`config.mk`:
```
export PLATFORM = sky130hd
export DESIGN_NAME = hex_display_scheduler
export DESIGN_NICKNAME = d
export VERILOG_FILES = /design/src/rtl/hex_disp_pkg.sv /design/src/rtl/dwell_timer.sv /design/src/rtl/hex_display_scheduler.sv
export SDC_FILE = /design/constraint.sdc
export NUM_CORES = 1
export LEC_CHECK = 0
export BUFFER_PORTS_ARGS = -buffer_cell sky130_fd_sc_hd__buf_2
export CAP_MARGIN = 20
export CORE_MARGIN = 4
export CORE_UTILIZATION = 35
export CTS_BUF_LIST = sky130_fd_sc_hd__clkbuf_2
export CTS_CLUSTER_DIAMETER = 60
export DETAILED_ROUTE_END_ITERATION = 8
export GPL_ROUTABILITY_DRIVEN = 0
export SLEW_MARGIN = 20
export SYNTH_ARGS = -nofsm -noshare
export SYNTH_HDL_FRONTEND = slang
export SYNTH_SLANG_ARGS = --single-unit
```
`constraint.sdc`:
```
create_clock -name clk -period 2.5 [get_ports clk]
set_clock_uncertainty 0.05 [all_clocks]
set_input_delay 0.25 -clock clk [delete_from_list [all_inputs] [get_ports clk]]
set_output_delay 0.25 -clock clk [all_outputs]
set_load 0.02 [all_outputs]
```
`src/rtl/hex_disp_pkg.sv`:
```
// hex_disp_pkg
//   Shared types and constants for the hex display scheduler.
//   - state_t      : scheduler FSM states
//   - SRC_*        : disp_src codes seen by the decimal decoder
//   - BLANK_VALUE  : out-of-range value the decoder renders as "--"
//   - is_final()   : true for the end-of-game alternating pair
package hex_disp_pkg;

    typedef enum logic [2:0] {
        S_BLANK,
        S_PLAYER,
        S_DEALER,
        S_CARD,
        S_FINAL_P,
        S_FINAL_D
    } state_t;

    localparam logic [1:0] SRC_PLAYER = 2'd0;
    localparam logic [1:0] SRC_DEALER = 2'd1;
    localparam logic [1:0] SRC_CARD   = 2'd2;
    localparam logic [1:0] SRC_BLANK  = 2'd3;

    localparam logic [5:0] BLANK_VALUE = 6'd63;

    function automatic logic is_final(input state_t s);
        return (s == S_FINAL_P) || (s == S_FINAL_D);
    endfunction

endpackage

```
`src/rtl/dwell_timer.sv`:
```
// dwell_timer
//   Free-running slot timer. Counts 0..DWELL_CYCLES-1 and raises tick
//   during the terminal count, then wraps. clear forces the count back
//   to 0 so a freshly entered slot always lasts a full DWELL_CYCLES.
// Ports:
//   clk    in  system clock
//   resetn in  asynchronous active-low reset
//   clear  in  restart the slot (count <= 0 on the next edge)
//   tick   out high during the last cycle of a slot
module dwell_timer #(
    parameter int DWELL_CYCLES = 50_000_000
) (
    input  logic clk,
    input  logic resetn,
    input  logic clear,
    output logic tick
);

    localparam int            CW   = (DWELL_CYCLES > 1) ? $clog2(DWELL_CYCLES) : 1;
    localparam logic [CW-1:0] LAST = CW'(DWELL_CYCLES - 1);

    logic [CW-1:0] count;

    // NOTE: state registers use non-blocking assignments so every flop
    // samples the pre-edge value of every other flop, whatever the
    // order in which the simulator evaluates the blocks.
    always_ff @(posedge clk or negedge resetn) begin
        if (!resetn) begin
            count <= '0;
        end else if (clear || (count == LAST)) begin
            count <= '0;
        end else begin
            count <= count + CW'(1);
        end
    end

    assign tick = (count == LAST);

endmodule

```
`src/rtl/hex_display_scheduler.sv`:
```
// hex_display_scheduler
//   Time-shares the two-digit decimal decoder between player score,
//   dealer score and the most recently drawn card. Player is the default
//   view, rotating to the dealer when dealer_visible; a new card pre-empts
//   the display for CARD_HOLD slots; at game end both scores alternate.
// Ports:
//   clk, resetn     clock and asynchronous active-low reset
//   player_score    live player total (6 bit, passed through unclamped)
//   dealer_score    live dealer total (6 bit, passed through unclamped)
//   card_value      card just drawn, sampled when card_valid=1
//   card_valid      one-cycle pulse: a new card was drawn
//   dealer_visible  level: dealer score may be shown
//   game_over       level: round finished
//   disp_value      registered value for the decoder (63 renders "--")
//   disp_src        registered source: 0 player, 1 dealer, 2 card, 3 blank
//   card_ack        registered one-cycle pulse: card_value was captured
module hex_display_scheduler
    import hex_disp_pkg::*;
#(
    parameter int DWELL_CYCLES = 50_000_000,
    parameter int CARD_HOLD    = 3
) (
    input  logic       clk,
    input  logic       resetn,
    input  logic [5:0] player_score,
    input  logic [5:0] dealer_score,
    input  logic [5:0] card_value,
    input  logic       card_valid,
    input  logic       dealer_visible,
    input  logic       game_over,
    output logic [5:0] disp_value,
    output logic [1:0] disp_src,
    output logic       card_ack
);

    localparam int            HW        = (CARD_HOLD > 1) ? $clog2(CARD_HOLD) : 1;
    localparam logic [HW-1:0] HOLD_LAST = HW'(CARD_HOLD - 1);

    state_t        state, state_next;
    logic [HW-1:0] hold_cnt, hold_next;
    logic [5:0]    card_reg, card_next;
    logic          card_take;
    logic          tick;
    logic          timer_clear;
    logic [5:0]    disp_value_next;
    logic [1:0]    disp_src_next;

    // A card re-trigger keeps the state at S_CARD, so the slot timer is
    // restarted explicitly to give the new card a full hold.
    assign timer_clear = (state_next != state) || card_take;

    dwell_timer #(
        .DWELL_CYCLES (DWELL_CYCLES)
    ) u_dwell_timer (
        .clk    (clk),
        .resetn (resetn),
        .clear  (timer_clear),
        .tick   (tick)
    );

    // Next-state logic; branches are in priority order: game end, final
    // pair, card pre-emption, then per-state rotation.
    always_comb begin
        // NOTE: every variable gets a default before any branch so no
        // path leaves it unassigned, which would infer a latch.
        state_next = state;
        hold_next  = hold_cnt;
        card_take  = 1'b0;

        if (game_over && !is_final(state)) begin
            state_next = S_FINAL_P;
        end else if (is_final(state)) begin
            if (!game_over) begin
                state_next = S_PLAYER;
            end else if (tick) begin
                state_next = (state == S_FINAL_P) ? S_FINAL_D : S_FINAL_P;
            end
        end else if (card_valid) begin
            card_take  = 1'b1;
            hold_next  = '0;
            state_next = S_CARD;
        end else begin
            case (state)
                S_BLANK: state_next = S_PLAYER;
                S_PLAYER: begin
                    if (tick && dealer_visible) begin
                        state_next = S_DEALER;
                    end
                end
                S_DEALER: begin
                    if (tick || !dealer_visible) begin
                        state_next = S_PLAYER;
                    end
                end
                S_CARD: begin
                    if (tick) begin
                        if (hold_cnt == HOLD_LAST) begin
                            state_next = S_PLAYER;
                        end else begin
                            hold_next = hold_cnt + HW'(1);
                        end
                    end
                end
                default: state_next = S_BLANK;
            endcase
        end
    end

    assign card_next = card_take ? card_value : card_reg;

    // Outputs are decoded from the next state so the registered view lines
    // up with the state register, and score inputs are re-sampled every
    // cycle so live changes appear one cycle later.
    always_comb begin
        disp_value_next = BLANK_VALUE;
        disp_src_next   = SRC_BLANK;
        case (state_next)
            S_PLAYER, S_FINAL_P: begin
                disp_value_next = player_score;
                disp_src_next   = SRC_PLAYER;
            end
            S_DEALER, S_FINAL_D: begin
                disp_value_next = dealer_score;
                disp_src_next   = SRC_DEALER;
            end
            S_CARD: begin
                disp_value_next = card_next;
                disp_src_next   = SRC_CARD;
            end
            default: begin
                disp_value_next = BLANK_VALUE;
                disp_src_next   = SRC_BLANK;
            end
        endcase
    end

    always_ff @(posedge clk or negedge resetn) begin
        if (!resetn) begin
            state      <= S_BLANK;
            hold_cnt   <= '0;
            card_reg   <= '0;
            disp_value <= BLANK_VALUE;
            disp_src   <= SRC_BLANK;
            card_ack   <= 1'b0;
        end else begin
            state      <= state_next;
            hold_cnt   <= hold_next;
            card_reg   <= card_next;
            disp_value <= disp_value_next;
            disp_src   <= disp_src_next;
            card_ack   <= card_take;
        end
    end

endmodule

```
Yosys cells after proc, flatten, opt, wreduce, memory -nomap -nowiden

Cells that the tools add are included.

Equal/unequal tests: 14
Bitwise operators: 2
Multiplexer cells: 22
Reduce and logical (&&, ||, !) cells: 14
Add/subtract/negate cells: 2

Operators by type and width:

| operator                                                         | number |
|---|---|
| 3-bit 2-to-1 mux                                                 | 9 |
| 26-bit by 1-bit adder with 26-bit output (second input constant) | 1 |
| 26-bit == test (second input constant)                           | 1 |
| 26-bit 2-to-1 mux                                                | 1 |
| 6-bit one-hot mux with 3 select lines                            | 1 |
| 3-bit by 2-bit == test with 1-bit output (second input constant) | 4 |
| 3-bit == test (second input constant)                            | 4 |
| 3-bit one-hot mux with 4 select lines                            | 1 |
| 2-bit 2-to-1 mux                                                 | 4 |
| 3-bit by 1-bit == test with 1-bit output (second input constant) | 2 |
| 6-bit 2-to-1 mux                                                 | 1 |
| 2-bit one-hot mux with 3 select lines                            | 1 |
| 5-bit AND reduction                                              | 1 |
| 1-bit logical OR                                                 | 4 |
| 1-bit 2-to-1 mux                                                 | 4 |
| 2-bit nonzero test                                               | 2 |
| 2-bit OR reduction                                               | 2 |
| 3-bit logical NOT                                                | 1 |
| 3-bit != test                                                    | 1 |
| 2-bit by 1-bit adder with 2-bit output (second input constant)   | 1 |
| 2-bit == test (second input constant)                            | 1 |
| 1-bit logical AND                                                | 2 |
| 1-bit logical NOT                                                | 2 |
| 2-bit != test (second input constant)                            | 1 |
| 1-bit NOT                                                        | 2 |

Logic and storage cells: 61
Flip-flop bits (word level): 46
Output and inout port bits: 9
Input port bits: 23

Logic depth before layout (Yosys ltp)

Gate-level depths: netlist of run 1.

Depth in word-level cells: 11
Mapped depth: 10
Gate-level depth less buffers: 8

Cells and area by module

From an unflattened synthesis of run 1, not the netlist that was laid out.

Cells, all modules: 258
Area total of the unflattened synthesis: 2518.7 um^2

Modules (own cells, without submodules):

| module                | instances | area an instance (um^2) | cells each |
|---|---|---|---|
| dwell_timer           | 1         | 1385.1                  | 144 |
| hex_display_scheduler | 1         | 1133.6                  | 114 |

Worst setup path after synthesis of run 1

Ideal clock, no wire load.

Path type: reg-to-reg
Start: reg u_dwell_timer.count[11]
End: reg disp_value[0]
Path buffers: 1
Cell stages (with the launch flop): 9
Arrival time: 2.579 ns
Path slack: -0.213 ns
Required time: 2.367 ns
Period minus slack after synthesis: 2.713 ns
Cell sequence: dfrtp_1 -> or4_4 -> or4b_4 -> nor3_1 -> o21ai_2 -> and2_1 -> or2_1 -> clkbuf_1 -> a221o_1

Longest elaborated chain between the ends: 10

RTL lines:

| what                                                                   | RTL line                                                 | source |
|---|---|---|
| start, declared                                                        | dwell_timer.sv:22                                        | `logic [CW-1:0] count;` |
| start signal, assigned                                                 | dwell_timer.sv:33                                        | `count <= count + CW'(1);` |
| 26-bit == test (*)                                                     | dwell_timer.sv:37                                        | `assign tick = (count == LAST);` |
| 1-bit logical OR or 1-bit logical AND (tied branches)                  | hex_display_scheduler.sv:91, hex_display_scheduler.sv:86 |  |
| 3-bit 2-to-1 mux, on equally long branches                             | hex_display_scheduler.sv:91, hex_display_scheduler.sv:86 |  |
| 3-bit one-hot mux with 4 select lines                                  | hex_display_scheduler.sv:83                              | `case (state)` |
| 3-bit 2-to-1 mux                                                       | hex_display_scheduler.sv:78                              | `end else if (card_valid) begin` |
| 3-bit 2-to-1 mux (*)                                                   | hex_display_scheduler.sv:72                              | `end else if (is_final(state)) begin` |
| 3-bit 2-to-1 mux (*)                                                   | hex_display_scheduler.sv:70                              | `if (game_over && !is_final(state)) begin` |
| 3-bit by 2-bit == test with 1-bit output, or another cell as far along | hex_display_scheduler.sv:117                             | `case (state_next)` |
| 2-bit OR reduction                                                     | hex_display_scheduler.sv:117                             |  |
| 6-bit one-hot mux with 3 select lines (*)                              | hex_display_scheduler.sv:117                             |  |
| named net disp_value_next[0]                                           | hex_display_scheduler.sv:45                              | `logic [5:0] disp_value_next;` |
| end signal, assigned                                                   | hex_display_scheduler.sv:149                             | `disp_value <= disp_value_next;` |
| end, declared                                                          | hex_display_scheduler.sv:31                              | `output logic [5:0] disp_value,` |

The timed path passes the listed nets; every way through them passes the cells marked *.
A chain may end at the register's enable or synchronous reset.

Worst setup path after layout of run 1

Start: reg u_dwell_timer.count[11]
End: reg u_dwell_timer.count[24]

Longest elaborated chain between the ends: 11

RTL lines:

| what                                                  | RTL line                                                 | source |
|---|---|---|
| 26-bit == test (*)                                    | dwell_timer.sv:37                                        |  |
| 1-bit logical OR or 1-bit logical AND (tied branches) | hex_display_scheduler.sv:91, hex_display_scheduler.sv:86 |  |
| 3-bit 2-to-1 mux, on equally long branches            | hex_display_scheduler.sv:91, hex_display_scheduler.sv:86 |  |
| 3-bit one-hot mux with 4 select lines                 | hex_display_scheduler.sv:83                              |  |
| 3-bit 2-to-1 mux                                      | hex_display_scheduler.sv:78                              |  |
| 3-bit 2-to-1 mux (*)                                  | hex_display_scheduler.sv:72                              |  |
| 3-bit 2-to-1 mux (*)                                  | hex_display_scheduler.sv:70                              |  |
| named net state_next[0]                               | hex_display_scheduler.sv:39                              | `state_t state, state_next;` |
| 3-bit != test (*)                                     | hex_display_scheduler.sv:50                              | `assign timer_clear = (state_next != state) \|\| card_take;` |
| 1-bit logical OR (*)                                  | hex_display_scheduler.sv:50                              |  |
| 1-bit logical OR (*)                                  | dwell_timer.sv:30                                        | `end else if (clear \|\| (count == LAST)) begin` |
| 26-bit 2-to-1 mux (*)                                 | dwell_timer.sv:30                                        |  |

Marked as above.

==> reports/metrics.csv, run 1 <==
stage,metric,value,unit
routing,drt first pass iters,4,
global_route,grt ovf,0,
critical_path,Worst setup SP type,flop,
finish,number of diodes,0,
status,failing checks,setup timing,
routing,post-route ant nets,0,
clock_network,Bufs on Longest Clock Path,2,
min_path,hold path cells,1,
sta,Rel. slew slack,70.6,%
critical_path,worst endpoint required time,2.78,ns
sta,Final WS setup,-0.214,ns
critical_path,r2r setup slk,-0.21,ns
sta,Final setup viols,32,
global_route,antenna violations before repair,0,
sta,final worst path period share,109,%
routing,DRT Wirelength,5.90,mm
min_path,Hold Startpoint,game_over,
synth,mux share of post-synthesis cell area,3.49,%
critical_path,CP startpoint,u_dwell_timer.count[11],
routing,DRC viols,0,
finish,Largest register FFs,26,
sta,fmax,368,MHz
finish,"most common cell after layout, fill and taps aside",dfrtp_1,
global_route,largest net degree at the start of global routing,29,
die,die area,0.00881,mm^2
clock_network,total CTS buffers,5,
synth,syn nets,264,
sta,RSZ-0062 raised after global routing,true,
finish,most frequent cells in the layout,"38 x dfrtp_1, 31 x buf_2, 27 x buf_4",
die,Die W,93.9,um
place,DP Worst Slack,-0.209,ns
clock_network,register clock-pin slew on the reported worst setup and hold paths,0.26,ns
synth,Yosys cell types,44,
place,port bufs,31,
place,placed insts,386,
min_path,worst hold path class,in2reg,
critical_path,RR Startpoint,u_dwell_timer.count[11],
routing,DRT iter0 DRCs,71,
die,Placeable Area,0.00721,mm^2
sta,Setup TNS Final,-5.57,ns
routing,Via density,5.16,
synth,number of synthesized register bits,46,
die,Die Ht,93.9,um
synth,ys flop type,dfrtp_1,
clock_network,"Clk Latency, worst-skew pair",0.42,ns
die,# IOs,32,
global_route,number of global-route vias before repair,2064,
global_route,met2 Usage GRT,22.9,%
synth,synthesized instance count,239,
synth,Ys Warns,0,
critical_path,reg2reg path depth,8,
critical_path,endpoint type of the worst setup path,flop,
pwr,PwrDens,480,mW/mm^2
synth,Syn Area/Cell,10.8,um^2
synth,largest family of logic cells by synthesized area,simple AND/OR/NAND/NOR gates,
die,number of core rows,31,
synth,"EDFF count, synth",0,
synth,Post-Synth Adder-Cell Area,0.969,%
pwr,Leakage,1.31,nW
critical_path,worst-path maximum fanout,26,
sta,final count of hold timing violations,0,
min_path,hold path endpoint,state[2],
critical_path,Critical Path AT,2.99,ns
synth,complex-gate fraction of the synthesized area,7.95,%
routing,routed via count,2114,
job,max_cap viols,0,
finish,Non-Filler Instances,410,
synth,Synth Area in Simple Gates,29.5,%
global_route,GRT busiest layer,met2,
global_route,met3 usage,3.04,%
synth,mapped cell area,0.00258,mm^2
clock_network,TritonCTS Sinks,46,
sta,Tightest Pin Transition,0.437,ns
sta,Max Transition Viols Final,0,
global_route,met1 usage,18.5,%
critical_path,R2R Path End,u_dwell_timer.count[24],
status,status,"complete, but fails checks",
global_route,first-pass GRT wire length,9.77,mm
pwr,Pwr Total,1.61,mW
global_route,total track usage,13.8,%
clock_network,CTS tree,done,
critical_path,critical path type,reg2reg,
pwr,maximum vdd drop,0.225,mV
place,Final HPWL DP,3.90,mm
synth,sequential-to-total area share from yosys stat,45.0,%
synth,ys async rst share,100,%
synth,xor/xnor cell area share of the yosys netlist,8.77,%
finish,fin util,46.4,%
clock_network,clock tree root driver cell,clkbuf_2,
routing,Routed WL per cell,14.4,um
sta,min Tclk post-route,2.71,ns
die,starting density of the core,35.8,%
finish,Layout Area Growth over Synthesis,29.6,%
finish,fraction of layout cells with a size suffix above 1,41.8,%
clock_network,H-tree depth,2,
finish,nets,335,
[power breakdown]
part	switching (mW)	internal (mW)
clock network	0.254	0.173
logic	0.216	0.149
registers	0.0169	0.798
total	0.486	1.12
[layout make-up]
class / instances / area, um^2
clock buffer: 6 / 30.0
multi-input combinational: 173 / 1390
clock inverter: 2 / 37.5
fill: 706 / 3870
inverter: 7 / 26.3
timing repair buffer: 77 / 581
tap: 99 / 124
sequential: 46 / 1160
[per-stage QoR]
| step | cell area (um^2) | hold WS [ns] |
|---|---|---|
| after floorplan | 2610 | -0.0956 |
| after global placement | 3050 | 0.159 |
| after detailed placement | 3050 | 0.162 |
| after CTS | 3280 | 0.0108 |
| after global routing | 3350 | 0.0101 |
| final | 3350 | 0.0398 |
[routing by layer]
| metal | routed length [um] | vias to the layer above | share of wire, % |
|---|---|---|---|
| met5 | 0 | - | 0 |
| met4 | 35 | 0 | 0.59 |
| met3 | 260 | 7 | 4.4 |
| met2 | 2780 | 43 | 47 |
| met1 | 2820 | 1041 | 48 |
| li1 | - | 1023 | - |
[synthesized netlist by cell type (3+ instances only)]
cell       n  area (um^2)
dfrtp_1   38          951
nor4_2    19          238
nand2_1   17         63.8
nor2_1    15         56.3
nand3_1   13         65.1
xnor2_1   13          114
nor4_1    11         68.8
xor2_1    11         96.3
a21oi_1   10         50.1
nor3_1     9         45.0
dfstp_2    8          210
nand4_1    8         50.1
inv_1      7         26.3
a221o_1    6         60.1
mux2_2     6         67.6
clkbuf_1   5         18.8
and2_1     3         18.8
buf_6      3         33.8
or2_2      3         18.8
[worst max-delay path by stage]
stage | end | slack, ns
2_1_floorplan | u_dwell_timer.count[18] | -0.1
3_3_place_gp | disp_value[5] | -0.17
3_5_place_dp | disp_value[3] | -0.21
4_1_cts | u_dwell_timer.count[6] | -0.23
5_1_grt | u_dwell_timer.count[16] | -0.35
6_report | u_dwell_timer.count[24] | -0.21
[timing repair]
item | 4_1_cts | 5_1_grt
hold buffers | 13 | 1
pin swaps | 1 | 7
hold endpoints to repair | 24 | 1
setup endpoints to repair | 32 | 35
gates resized for setup | 5 | 9
setup buffers | 1 | 1
[kinds of logic after synthesis]
kind of cell    count (synthesis)
simple gates                  113
xor+xnor                       25
buf+inv                        20
compound gates                 26
flops                          46
fa+ha+maj                       2
mux                             7
[worst max-delay path, stage by stage, from the launching register on]
cell	delay [ns]
dfrtp_1	0.44
or4_4	0.54
or4b_4	0.55
o2111ai_4	0.24
nand3_4	0.12
a21oi_4	0.16
xnor2_2	0.09
buf_12	0.18
nor4_2	0.25
No activity file was read; power rests on OpenSTA's default activity.
==> run 2, diff against run 1 <==
--- a/config.mk
+++ b/config.mk
@@ -8,11 +8,12 @@
 export BUFFER_PORTS_ARGS = -buffer_cell sky130_fd_sc_hd__buf_2
 export CAP_MARGIN = 20
 export CORE_MARGIN = 4
-export CORE_UTILIZATION = 35
+export CORE_UTILIZATION = 30
 export CTS_BUF_LIST = sky130_fd_sc_hd__clkbuf_2
 export CTS_CLUSTER_DIAMETER = 60
 export DETAILED_ROUTE_END_ITERATION = 8
 export GPL_ROUTABILITY_DRIVEN = 0
+export REMOVE_ABC_BUFFERS = 1
 export SLEW_MARGIN = 20
 export SYNTH_ARGS = -nofsm -noshare
 export SYNTH_HDL_FRONTEND = slang
==> reports/metrics.csv, run 2 (synthesized netlist as in run 1, its figures left out) <==
stage,metric,value,unit,change
die,die area,0.0102,mm^2,+15%
min_path,hold path cells,2,,+1
die,# IOs,32,,unchanged
clock_network,total CTS buffers,5,,unchanged
sta,Setup TNS Final,-5.91,ns,-0.342 ns
sta,final count of hold timing violations,0,,unchanged
clock_network,Bufs on Longest Clock Path,2,,unchanged
finish,Non-Filler Instances,419,,+2.2%
routing,post-route ant nets,0,,unchanged
global_route,largest net degree at the start of global routing,44,,+52%
critical_path,Worst setup SP type,flop,,
routing,drt first pass iters,4,,unchanged
clock_network,register clock-pin slew on the reported worst setup and hold paths,0.21,ns,-0.05 ns
sta,fmax,368,MHz,-0.19%
pwr,Leakage,1.35,nW,+3.2%
critical_path,Critical Path AT,3.00,ns,about the same
finish,number of diodes,0,,unchanged
critical_path,Worst Path Buf+Inv,1,,unchanged
critical_path,critical path type,reg2reg,,
place,placed cell area,0.00307,mm^2,+0.78%
global_route,first-pass GRT wire length,10.4,mm,+6.6%
die,Die W,101,um,+7.3%
finish,Layout Area Growth over Synthesis,34.5,%,
die,number of core rows,33,,+6.5%
critical_path,worst-path cell chain,"or4_4, or4b_4, o2111ai_4, nand3_4, a21oi_4, xnor2_4, buf_12, nor4_4",,
clock_network,"Clk Latency, worst-skew pair",0.42,ns,about the same
finish,fraction of layout cells with a size suffix above 1,43.3,%,+1.5 points
job,max_cap viols,0,,unchanged
critical_path,Top Family by Delay on Critical Path,simple AND/OR/NAND/NOR gates,,
sta,Tightest Pin Transition,0.570,ns,+0.132 ns
clock_network,H-tree depth,2,,unchanged
place,Final HPWL DP,4.04,mm,+3.4%
min_path,worst hold path class,in2reg,,
global_route,antenna violations before repair,0,,unchanged
routing,routed via count,2125,,+0.52%
critical_path,worst endpoint required time,2.78,ns,about the same
status,status,"complete, but fails checks",,
sta,Final WS setup,-0.220,ns,-0.00518 ns
routing,Via density,5.07,,-1.6%
die,starting density of the core,31.1,%,-4.7 points
critical_path,reg2reg path depth,8,,unchanged
sta,final worst path period share,109,%,+0.21 points
global_route,total track usage,12.7,%,-1.0 points
clock_network,CTS tree,done,,
die,Die Ht,101,um,+7.3%
finish,Largest register FFs,26,,unchanged
global_route,number of global-route vias before repair,2135,,+3.4%
place,port bufs,31,,unchanged
pwr,maximum vdd drop,0.199,mV,-12%
status,failing checks,setup timing,,
routing,DRT iter0 DRCs,133,,+87%
critical_path,worst-path maximum fanout,19,,-27%
die,Placeable Area,0.00830,mm^2,+15%
place,placed insts,394,,+2.1%
pwr,PwrDens,456,mW/mm^2,-5.1%
critical_path,slowest cell delay on critical path,0.54,ns,about the same
finish,nets,338,,+0.90%
critical_path,endpoint type of the worst setup path,flop,,
pwr,Pwr Total,1.58,mW,-1.5%
routing,Routed WL per cell,14.4,um,+0.41%
sta,Max Transition Viols Final,0,,unchanged
sta,Final setup viols,32,,unchanged
finish,"most common cell after layout, fill and taps aside",dfrtp_1,,
critical_path,WP depth,8,,unchanged
sta,RSZ-0062 raised after global routing,true,,
sta,Rel. slew slack,62.0,%,-8.5 points
critical_path,highest-delay cell along the critical path,or4b_4,,
global_route,grt ovf,0,,unchanged
sta,min Tclk post-route,2.72,ns,+0.00518 ns
finish,most frequent cells in the layout,"38 x dfrtp_1, 30 x buf_2, 29 x buf_4",,
routing,DRC viols,0,,unchanged
clock_network,clock tree root driver cell,clkbuf_2,,
routing,DRT Wirelength,6.05,mm,+2.6%
clock_network,TritonCTS Sinks,46,,unchanged
finish,Final Cell Area,0.00347,mm^2,+3.7%
-- run 2: changes by cell type in the layout (fill, tap and decap cells not counted), moves of 2 or more --
cell           delta
nor4_1            -3
nor3_1            +2
buf_4             +2
nor4_2            -3
nor3_2            -2
dlygate4sd3_1     -3
buf_6             +2
nor4_4            +6
clkbuf_2          +2
-- run 2: report_power, final --
part	switching, mW	total, mW	internal [mW]
clock network	0.233	0.316	0.0824
logic	0.245	0.451	0.207
registers	0.0172	0.816	0.798
total	0.495	1.58	1.09
-- run 2: what timing repair did --
item	CTS	global route
hold endpoints to repair	42	1
hold buffers	9	2
gates resized for setup	18	8
gates cloned	1	1
buffers inserted	3	1
pin swaps	5	0
setup endpoints to repair	32	34
-- run 2: metal layers --
layer  share of wire [%]  global-route usage (%)  wire length [um]  vias to the layer above
met5                   0                       0                 0                        -
li1                    -                       -                 -                     1032
met4                 2.8                    5.08               167                        0
met2                  50                    20.2              3000                       29
met3                 2.1                    2.35               126                       13
met1                  45                    17.1              2750                     1051
-- run 2: worst paths after layout --
| check | slack, ns | to | from |
|---|---|---|---|
| worst min register to register | 0.43 | hold_cnt[0] | hold_cnt[0] |
| worst max-delay path | -0.22 | u_dwell_timer.count[8] | u_dwell_timer.count[11] |
| worst max register to register | -0.22 | u_dwell_timer.count[8] | u_dwell_timer.count[11] |
| max in group asynchronous | 1.54 | disp_value[5] | resetn |
| min in group asynchronous | 0.28 | u_dwell_timer.count[19] | resetn |
| worst min-delay path | 0.03 | disp_value[3] | dealer_score[3] |
-- run 2: metrics by stage --
step | hold slack [ns] | utilization, % | worst slack [ns]
after floorplan | -0.0956 | - | -0.769
after global placement | 0.404 | 37.0 | -0.215
after detailed placement | 0.412 | 37.0 | -0.278
after CTS | 0.00858 | 40.3 | -0.237
after global routing | 0.00645 | 41.8 | -0.345
final | 0.0287 | 41.8 | -0.220
-- run 2: worst reg2reg max path: stages, from the launching register on --
cell,delay (ns)
dfrtp_1,0.43
or4_4,0.53
or4b_4,0.54
o2111ai_4,0.24
nand3_4,0.12
a21oi_4,0.20
xnor2_4,0.10
buf_12,0.18
nor4_4,0.26
-- run 2: cell type report --
cell class / instances / area, um^2
fillers: 795 / 4830
multi-input cells: 173 / 1460
flip-flops and latches: 46 / 1160
repair buffers: 80 / 656
well taps: 105 / 131
clock buffers: 8 / 40.0
inverters: 7 / 26.3
==> run 3, diff against run 2 <==
--- a/config.mk
+++ b/config.mk
@@ -7,12 +7,15 @@
 export LEC_CHECK = 0
 export BUFFER_PORTS_ARGS = -buffer_cell sky130_fd_sc_hd__buf_2
 export CAP_MARGIN = 20
+export CELL_PAD_IN_SITES_DETAIL_PLACEMENT = 0
+export CELL_PAD_IN_SITES_GLOBAL_PLACEMENT = 1
 export CORE_MARGIN = 4
 export CORE_UTILIZATION = 30
 export CTS_BUF_LIST = sky130_fd_sc_hd__clkbuf_2
 export CTS_CLUSTER_DIAMETER = 60
 export DETAILED_ROUTE_END_ITERATION = 8
 export GPL_ROUTABILITY_DRIVEN = 0
+export PLACE_DENSITY_LB_ADDON = 0.1
 export REMOVE_ABC_BUFFERS = 1
 export SLEW_MARGIN = 20
 export SYNTH_ARGS = -nofsm -noshare
==> reports/metrics.csv, run 3 (synthesized netlist as in run 1, its figures left out) <==
stage,metric,value,unit,change
die,Die Ht,101,um,unchanged
global_route,grt ovf,0,,unchanged
global_route,first-pass GRT wire length,11.4,mm,+9.7%
sta,Final setup viols,33,,+3.1%
finish,Layout Area Growth over Synthesis,47.6,%,
clock_network,H-tree depth,2,,unchanged
die,Die W,101,um,unchanged
global_route,antenna violations before repair,0,,unchanged
critical_path,critical path type,reg2reg,,
sta,Final WS setup,-0.415,ns,-0.196 ns
sta,min Tclk post-route,2.92,ns,+0.196 ns
sta,fmax,343,MHz,-6.7%
finish,Non-Filler Instances,447,,+6.7%
routing,Routed WL per cell,15.7,um,+9.1%
critical_path,Worst setup SP type,flop,,
die,Placeable Area,0.00830,mm^2,unchanged
min_path,worst hold path class,in2reg,,
global_route,largest net degree at the start of global routing,41,,-6.8%
finish,"most common cell after layout, fill and taps aside",buf_4,,
sta,final worst path period share,117,%,+7.8 points
routing,DRT iter0 DRCs,56,,-58%
routing,DRT Wirelength,7.04,mm,+16%
place,DP Worst Slack,-0.453,ns,-0.175 ns
clock_network,"Clk Latency, worst-skew pair",0.43,ns,about the same
sta,final count of hold timing violations,0,,unchanged
pwr,PwrDens,433,mW/mm^2,-5.1%
status,failing checks,setup timing,,
sta,Setup TNS Final,-11.07,ns,-5.16 ns
sta,Tightest Pin Transition,0.923,ns,+0.354 ns
routing,post-route ant nets,0,,unchanged
status,status,"complete, but fails checks",,
sta,Max Transition Viols Final,0,,unchanged
die,number of core rows,33,,unchanged
routing,drt first pass iters,5,,+1
routing,DRC viols,0,,unchanged
place,placed cell area,0.00320,mm^2,+4.3%
clock_network,TritonCTS Sinks,46,,unchanged
sta,RSZ-0062 raised after global routing,true,,
pwr,Leakage,1.51,nW,+12%
pwr,maximum vdd drop,0.161,mV,-19%
place,placed insts,410,,+4.1%
pwr,Pwr Total,1.65,mW,+4.2%
finish,number of diodes,0,,unchanged
job,max_cap viols,0,,unchanged
die,# IOs,32,,unchanged
critical_path,worst-path maximum fanout,6,,-13
finish,fraction of layout cells with a size suffix above 1,47.7,%,+4.3 points
critical_path,endpoint type of the worst setup path,flop,,
clock_network,CTS tree,done,,
place,Final HPWL DP,4.52,mm,+12%
finish,Final Cell Area,0.00381,mm^2,+9.8%
place,port bufs,31,,unchanged
finish,most frequent cells in the layout,"46 x buf_4, 38 x dfrtp_1, 31 x buf_2",,
critical_path,worst endpoint required time,2.80,ns,+0.02 ns
clock_network,register clock-pin slew on the reported worst setup and hold paths,0.26,ns,+0.05 ns
global_route,number of global-route vias before repair,2312,,+8.3%
sta,Rel. slew slack,38.4,%,-24 points
routing,Via density,4.95,,-2.4%
clock_network,clock tree root driver cell,clkbuf_2,,
finish,nets,366,,+8.3%
finish,Largest register FFs,26,,unchanged
finish,fin util,45.9,%,+4.1 points
clock_network,total CTS buffers,5,,unchanged
clock_network,Bufs on Longest Clock Path,2,,unchanged
die,die area,0.0102,mm^2,unchanged
global_route,total track usage,14.3,%,+1.6 points
die,starting density of the core,31.1,%,unchanged
critical_path,Critical Path AT,3.22,ns,+0.22 ns
sta,Worst Hold Margin,0.0379,ns,+0.00910 ns
routing,routed via count,2213,,+4.1%
==> run 3: critical path, stage by stage, from the launching register on <==
cell       delay (ns)
dfrtp_1          0.44
or4_4            0.54
or4b_4           0.51
buf_6            0.14
o2111ai_4        0.20
nand3_2          0.13
buf_4            0.15
buf_6            0.11
a21oi_4          0.15
nor2_4           0.08
a221o_1          0.33
==> run 3: layout make-up <==
| class | instances | area (um^2) |
|---|---|---|
| repair buffers | 108 | 910 |
| multi-input cells | 173 | 1540 |
| inverters | 7 | 26.3 |
| clock buffers | 6 | 30.0 |
| flip-flops and latches | 46 | 1160 |
| clock inverters | 2 | 10.0 |
| fillers | 780 | 4490 |
| well taps | 105 | 131 |
==> run 3: per-layer routing <==
layer / part of all wire, % / GRT usage [%]
met2: 48 / 22.8
met5: 0 / 0
met1: 48 / 19.6
met3: 3.0 / 2.42
met4: 1.3 / 4.87
==> run 3: worst paths after layout <==
check | from | endpoint | slack, ns | cells past startpoint
worst max-delay path | u_dwell_timer.count[9] | disp_value[5] | -0.42 | 10
worst min-delay path | card_value[5] | card_reg[5] | 0.04 | 2
worst max register to register | u_dwell_timer.count[9] | disp_value[5] | -0.42 | 10
worst min register to register | hold_cnt[0] | hold_cnt[0] | 0.44 | 1
max in group asynchronous | resetn | disp_src[0] | 1.24 | 3
min in group asynchronous | resetn | u_dwell_timer.count[12] | 0.40 | 2
==> run 3: repair_timing <==
item                                    in CTS  in global routing
pin swaps                                   16                  9
hold buffers                                15                  4
gates cloned                                 2                  2
resized for setup                           24                 17
setup buffers                                5                  2
hold endpoints to repair                    47                  4
endpoints found under the setup margin      34                 35
==> run 3: where the power goes <==
part | switching, mW | internal (mW)
registers | 0.0154 | 0.798
logic | 0.284 | 0.234
clock network | 0.247 | 0.0703
total | 0.546 | 1.10
